--- src/rtl/cpu_types_pkg.sv ---
// Shared CPU types: machine word, fetch FSM states and the IF/ID pipeline record.
package cpu_types_pkg;

  typedef logic [31:0] word_t;

  localparam word_t PC_STEP = 32'd4;

  typedef enum logic [1:0] {
    FETCH  = 2'd0,
    HOLD   = 2'd1,
    HALTED = 2'd2
  } fetch_state_t;

  typedef struct packed {
    word_t instr;
    word_t npc;
    logic  valid;
  } ifid_t;

  // IF/ID contents for an empty slot.
  function automatic ifid_t ifid_bubble(input word_t nop_word);
    ifid_t b;
    b.instr = nop_word;
    b.npc   = '0;
    b.valid = 1'b0;
    return b;
  endfunction

endpackage

--- src/rtl/fetch_stage_if.sv ---
// Fetch-stage bus: instruction-memory port, hazard/redirect controls and the IF/ID outputs.
interface fetch_stage_if;
  import cpu_types_pkg::*;

  logic  imemREN;
  word_t imemaddr;
  logic  ihit;
  word_t imemload;
  logic  stall;
  logic  flush;
  logic  redirect;
  word_t redirect_pc;
  logic  halt;
  word_t instr;
  word_t npc;
  logic  valid;

  modport master (
    output imemREN, imemaddr, instr, npc, valid,
    input  ihit, imemload, stall, flush, redirect, redirect_pc, halt
  );

  modport slave (
    input  imemREN, imemaddr, instr, npc, valid,
    output ihit, imemload, stall, flush, redirect, redirect_pc, halt
  );

endinterface

--- src/rtl/fetch_skid_buf.sv ---
// One-entry IF/ID holding register that catches a word returned while decode is stalled.
module fetch_skid_buf
  import cpu_types_pkg::*;
(
  input  logic  CLK,
  input  logic  nRST,
  input  logic  load_i,
  input  logic  clear_i,
  input  ifid_t data_i,
  output ifid_t data_o,
  output logic  full_o
);

  ifid_t data_q, data_d;
  logic  full_q, full_d;

  always_comb begin
    data_d = data_q;
    full_d = full_q;
    if (clear_i) begin
      data_d = '0;
      full_d = 1'b0;
    end else if (load_i) begin
      data_d = data_i;
      full_d = 1'b1;
    end
  end

  always_ff @(posedge CLK) begin
    if (!nRST) begin
      data_q <= '0;
      full_q <= 1'b0;
    end else begin
      data_q <= data_d;
      full_q <= full_d;
    end
  end

  assign data_o = data_q;
  assign full_o = full_q;

endmodule

--- src/rtl/fetch_stage.sv ---
// Instruction fetch plus IF/ID register with stall, flush, redirect and halt.
// Optional skid buffer for words returned under stall: define FETCH_SKID_EN.
module fetch_stage
  import cpu_types_pkg::*;
#(
  parameter word_t PC_INIT  = 32'h0000_0000,
  parameter word_t NOP_WORD = 32'h0000_0000
) (
  input logic           CLK,
  input logic           nRST,
  fetch_stage_if.master bus
);

  fetch_state_t state_q, state_d;
  word_t        pc_q, pc_d;
  ifid_t        ifid_q, ifid_d;
  word_t        pc_plus4;
  ifid_t        bubble;
  ifid_t        fetched;
  logic         eff_stall;

  assign pc_plus4  = pc_q + PC_STEP;
  assign bubble    = ifid_bubble(NOP_WORD);
  assign eff_stall = bus.stall & ~bus.flush;

  always_comb begin
    fetched.instr = bus.imemload;
    fetched.npc   = pc_plus4;
    fetched.valid = 1'b1;
  end

`ifdef FETCH_SKID_EN
  logic  skid_load, skid_clear, skid_full;
  ifid_t skid_data;

  fetch_skid_buf u_skid (
    .CLK     (CLK),
    .nRST    (nRST),
    .load_i  (skid_load),
    .clear_i (skid_clear),
    .data_i  (fetched),
    .data_o  (skid_data),
    .full_o  (skid_full)
  );
`endif

  always_comb begin
    state_d = state_q;
    pc_d    = pc_q;
    ifid_d  = ifid_q;
`ifdef FETCH_SKID_EN
    skid_load  = 1'b0;
    skid_clear = 1'b0;
`endif
    if (bus.halt) begin
      state_d = HALTED;
      ifid_d  = bubble;
`ifdef FETCH_SKID_EN
      skid_clear = 1'b1;
`endif
    end else if (state_q == HALTED) begin
      state_d = HALTED;
    end else if (bus.redirect) begin
      // The word returned this cycle belongs to the wrong path and is dropped.
      pc_d    = bus.redirect_pc;
      ifid_d  = bubble;
      state_d = FETCH;
`ifdef FETCH_SKID_EN
      skid_clear = 1'b1;
`endif
    end else begin
      if (eff_stall) begin
        if (state_q == FETCH && bus.ihit) begin
`ifdef FETCH_SKID_EN
          skid_load = 1'b1;
          pc_d      = pc_plus4;
          state_d   = HOLD;
`endif
        end
`ifdef FETCH_SKID_EN
      end else if (state_q == HOLD) begin
        // PC already moved past the buffered word when it was captured.
        ifid_d     = skid_full ? skid_data : bubble;
        skid_clear = 1'b1;
        state_d    = FETCH;
`endif
      end else if (bus.ihit) begin
        ifid_d = fetched;
        pc_d   = pc_plus4;
      end else begin
        ifid_d = bubble;
      end
      if (bus.flush) begin
        ifid_d = bubble;
      end
    end
  end

  always_ff @(posedge CLK) begin
    if (!nRST) begin
      state_q <= FETCH;
      pc_q    <= PC_INIT;
      ifid_q  <= ifid_bubble(NOP_WORD);
    end else begin
      state_q <= state_d;
      pc_q    <= pc_d;
      ifid_q  <= ifid_d;
    end
  end

  assign bus.imemREN  = (state_q == FETCH);
  assign bus.imemaddr = pc_q;
  assign bus.instr    = ifid_q.instr;
  assign bus.npc      = ifid_q.npc;
  assign bus.valid    = ifid_q.valid;

endmodule
--- src/flat_wrapper.sv ---
// flat-port wrapper written by rule: the top's interface ports become plain ports
module fetch_stage_flat import cpu_types_pkg::*;
#(
  parameter word_t PC_INIT  = 32'h0000_0000,
  parameter word_t NOP_WORD = 32'h0000_0000
)
  (CLK, nRST, bus_imemREN, bus_imemaddr, bus_instr, bus_npc, bus_valid, bus_ihit, bus_imemload, bus_stall, bus_flush, bus_redirect, bus_redirect_pc, bus_halt);
  fetch_stage_if bus_i ();
  input logic CLK;
  input logic nRST;
  output wire logic [$bits(bus_i.imemREN)-1:0] bus_imemREN;
  output wire logic [$bits(bus_i.imemaddr)-1:0] bus_imemaddr;
  output wire logic [$bits(bus_i.instr)-1:0] bus_instr;
  output wire logic [$bits(bus_i.npc)-1:0] bus_npc;
  output wire logic [$bits(bus_i.valid)-1:0] bus_valid;
  input wire logic [$bits(bus_i.ihit)-1:0] bus_ihit;
  input wire logic [$bits(bus_i.imemload)-1:0] bus_imemload;
  input wire logic [$bits(bus_i.stall)-1:0] bus_stall;
  input wire logic [$bits(bus_i.flush)-1:0] bus_flush;
  input wire logic [$bits(bus_i.redirect)-1:0] bus_redirect;
  input wire logic [$bits(bus_i.redirect_pc)-1:0] bus_redirect_pc;
  input wire logic [$bits(bus_i.halt)-1:0] bus_halt;
  assign bus_imemREN = bus_i.imemREN;
  assign bus_imemaddr = bus_i.imemaddr;
  assign bus_instr = bus_i.instr;
  assign bus_npc = bus_i.npc;
  assign bus_valid = bus_i.valid;
  assign bus_i.ihit = bus_ihit;
  assign bus_i.imemload = bus_imemload;
  assign bus_i.stall = bus_stall;
  assign bus_i.flush = bus_flush;
  assign bus_i.redirect = bus_redirect;
  assign bus_i.redirect_pc = bus_redirect_pc;
  assign bus_i.halt = bus_halt;
  fetch_stage #(.PC_INIT(PC_INIT), .NOP_WORD(NOP_WORD)) u_core (.CLK(CLK), .nRST(nRST), .bus(bus_i));
endmodule
--- config.mk ---
export PLATFORM = sky130hd
export DESIGN_NAME = fetch_stage_flat
export DESIGN_NICKNAME = d
export VERILOG_FILES = /design/src/rtl/cpu_types_pkg.sv /design/src/rtl/fetch_stage_if.sv /design/src/rtl/fetch_skid_buf.sv /design/src/rtl/fetch_stage.sv /design/src/flat_wrapper.sv
export SDC_FILE = /design/constraint.sdc
export NUM_CORES = 1
export LEC_CHECK = 0
export BUFFER_PORTS_ARGS = -buffer_cell sky130_fd_sc_hd__buf_4
export CAP_MARGIN = 10
export CORE_ASPECT_RATIO = 1.5
export CORE_UTILIZATION = 45
export CTS_BUF_LIST = sky130_fd_sc_hd__clkbuf_4
export DETAILED_ROUTE_END_ITERATION = 7
export PLACE_DENSITY_LB_ADDON = 0.2
export SLEW_MARGIN = 20
export SYNTH_ARGS = -nofsm -noshare
export SYNTH_HDL_FRONTEND = slang
export SYNTH_SLANG_ARGS = --single-unit
--- constraint.sdc ---
create_clock -name CLK -period 3.7 [get_ports CLK]
set_input_delay 0.185 -clock CLK [delete_from_list [all_inputs] [get_ports CLK]]
set_output_delay 0.185 -clock CLK [all_outputs]
set_load 0.005 [all_outputs]
==> summary.txt <==
Finish
  – Most frequent cells in the layout: 174 x buf_4, 98 x dfxtp_1, 75 x nor2_1, 49 x nand2_1, 49 x a22oi_1
  – Multi-input gate area: 2300 sq um
  – Area Growth Syn to Fin: 41.06%
  – Layout cells sized above 1: 0.2788
  – Final #Nets: 788
  – FF+latch area: 1962 sq um
  – Most common cell after layout, fill and taps aside: buf_4
  – Filler cells: 821
  – Fin area: 6289 sq um

Synth
  – Yosys reg bits: 98
  – EDFF count, synth: 0
  – Distinct cells, synth: 50
  – Post-synth top area share: 0.4401
  – Mapped Area: 4458 sq um
  – Syn Inst Count: 543
  – Ys async rst share: 0
  – Synth Area per Inst: 8.210 sq um
  – Synth area leader: dfxtp_1
  – Ranking of synthesized cells by area: dfxtp_1 44%, a22oi_1 8.3%, nor2_1 6.3%
  – Synth warnings: 0
  – Ys flop type: dfxtp_1
  – Syn_nets: 615
  – Post-synthesis sequential area ratio: 0.4401

Status
  – Run status: finished clean

Global routing
  – Total track usage: 0.2536
  – Grt ovf: 0
  – Pin count of the biggest net entering global routing: 68
  – Number of global-route vias before repair: 4178
  – Initial antenna violation count: 1
  – First-pass GRT wire length: 20980 um

STA
  – Setup TNS Final: 0 ns
  – Max Clock Freq: 383.5 MHz
  – Final WS setup: 1.092 ns
  – Final Max Tran Viols: 0
  – Slew headroom: 0.3903
  – Layout Skew: 0.01425 ns
  – Slew @ Worst Pin: 0.9070 ns
  – Final period utilization: 0.7048
  – Unrepaired setup endpoints after global routing: no
  – Number of setup violations in the final report: 0
  – Final Critical Period: 2.608 ns
  – Hold Vio Cnt, Final: 0

Critical path
  – Worst endpoint required time: 4.02 ns
  – Critical Setup Path Class: reg2reg
  – Critical-path cell list: ha_1 -> nand3_2 -> or4_1 -> or4_4 -> mux2i_1 -> a31oi_1
  – Critical Path Source Type: flip-flop
  – Crit. End Element: flip-flop
  – Slowest CP cell: or4_1
  – Worst reg2reg path depth: 6
  – CP peak stage delay: 0.68 ns
  – Data arrival, critical path: 2.93 ns
  – Worst-path fanout max: 8

Detailed routing
  – Vias per cell: 5.565
  – DRC Markers: 0
  – Total wire length: 13650 um
  – Via total after detailed routing: 4658
  – Routed Antenna Nets: 0
  – Initial DRC Count: 374
  – WL/cell: 16.30 um
  – Detailed Routing Iterations Pass 1: 5

Floorplanning
  – Die area: 10320 sq um
  – Die extent in y: 123.9 um
  – Row count: 44
  – Boundary pin count: 169
  – Die X: 83.27 um
  – Core ar.: 9634 sq um
  – Initial core utilization: 0.4627

Clock network
  – Worst skew pair latency: 0.45 ns
  – Post-CTS Setup Bufs: 0
  – Max Buffers Root-to-Sink: 2
  – Number of CTS-inserted buffers: 9
  – CTS tree: yes
  – Post-CTS Hold Fix Bufs: 36
  – Post_cts resized: 0
  – CTS clock-pin slew for the worst setup and hold paths: 0.15 ns
  – Root buffer cell: clkbuf_4
  – H-tree Lvls: 3
  – CTS Sinks: 98

Placed design
  – IO Port Bufs: 168
  – Placer Congestion: 0.9052
  – Placement Setup Slack: 1.111 ns
  – Placed Area: 5742 sq um
  – Hpwl dp: 9217 um

Min path
  – Worst hold path depth: 3
  – Min-delay worst type: in2reg

Run
  – Max-cap check violation count: 0

Power
  – VDD IR max: 216.4 uV
  – Leak Pwr: 2.486 nW
  – PD cells: 332.0 nW/um^2
==> synthesized netlist by cell type, types with 2 or more instances <==
cell type / number
a21oi_1: 17
o221ai_1: 4
xnor2_1: 17
clkbuf_1: 38
nor4_2: 2
and2_1: 2
o21ai_0: 42
nor4_1: 9
buf_1: 4
a31oi_1: 8
o31ai_1: 4
mux2i_1: 5
or4_1: 3
and4_1: 3
nor3_1: 10
o311ai_0: 2
buf_2: 5
a311oi_1: 2
nand4_1: 13
inv_1: 8
nand2b_1: 6
a211oi_1: 2
xor2_1: 11
nor3b_1: 4
nor2_1: 75
nor2b_1: 2
a22oi_1: 49
a2bb2oi_1: 2
and3_1: 4
nand3_1: 25
nand2_1: 49
dfxtp_1: 98
==> cell type report <==
type / instances / area share
Sequential cell: 98 / 0.3120
Inverter: 8 / 0.004775
Timing Repair Buffer: 210 / 0.2650
Multi-Input combinational cell: 389 / 0.3657
Tap cell: 115 / 0.02288
Antenna cell: 1 / 0.0003979
Clock inverter: 7 / 0.01850
Clock buffer: 9 / 0.01074
==> cells by family after synthesis <==
kind of cell	after synthesis	share of synthesized area
AOI/OAI and AO/OA	140	0.2052
xor gates and xnor gates	28	0.05501
adders and majority gates	1	0.002806
buffers and inverters	56	0.04940
DFF	98	0.4401
muxes	5	0.01123
and+or+nand+nor	215	0.2363
==> critical path: cells and delay by family, from the launching register on <==
family / cells / cell delay (ns)
flops: 1 / 0.48
simple gates: 3 / 1.47
compound gates: 1 / 0.09
mux: 1 / 0.16
fa+ha+maj: 1 / 0.29
==> path summary, 6_finish.rpt <==
check / startpoint / slack (ns) / endpoint
min reg2reg: u_core.bus.npc[17] / 0.47 / u_core.bus.npc[17]
max: u_core.bus.imemaddr[2] / 1.09 / u_core.bus.imemaddr[28]
max reg2reg: u_core.bus.imemaddr[2] / 1.09 / u_core.bus.imemaddr[28]
min: bus_redirect_pc[2] / 0.01 / u_core.bus.imemaddr[2]
==> sequential cells by signal (all words and copies together) (netlist names) <==
name	cells
u_core.bus.npc	32
u_core.bus.valid	1
u_core.bus.imemaddr	32
u_core.state_q	1
u_core.bus.instr	32
==> per-stage QoR <==
step | power, mW | utilization | cells | hold slack [ns]
finish | 2.088 | 0.6527 | 837 | 0.009949
global route | 2.172 | 0.6527 | 837 | 0.006176
CTS | 2.099 | 0.6525 | 836 | 0.0006952
detailed placement | 1.376 | 0.5960 | 784 | 0.4290
global placement | 1.370 | 0.5960 | 784 | 0.4220
floorplan | 1.247 | - | 543 | 0.3333
==> metal layers <==
layer	global-route usage	part of all wire	wire length, um
met1	0.3024	0.41	5547
met2	0.4539	0.52	7087
met3	0.04506	0.059	806
met4	0.09914	0.015	205
met5	0	0	0
==> power by group <==
part           switching (mW)  internal (mW)
registers              0.0387           1.08
clock network           0.357          0.343
logic                   0.130          0.142
total                   0.526           1.56
(Power assumes the default switching activity.)
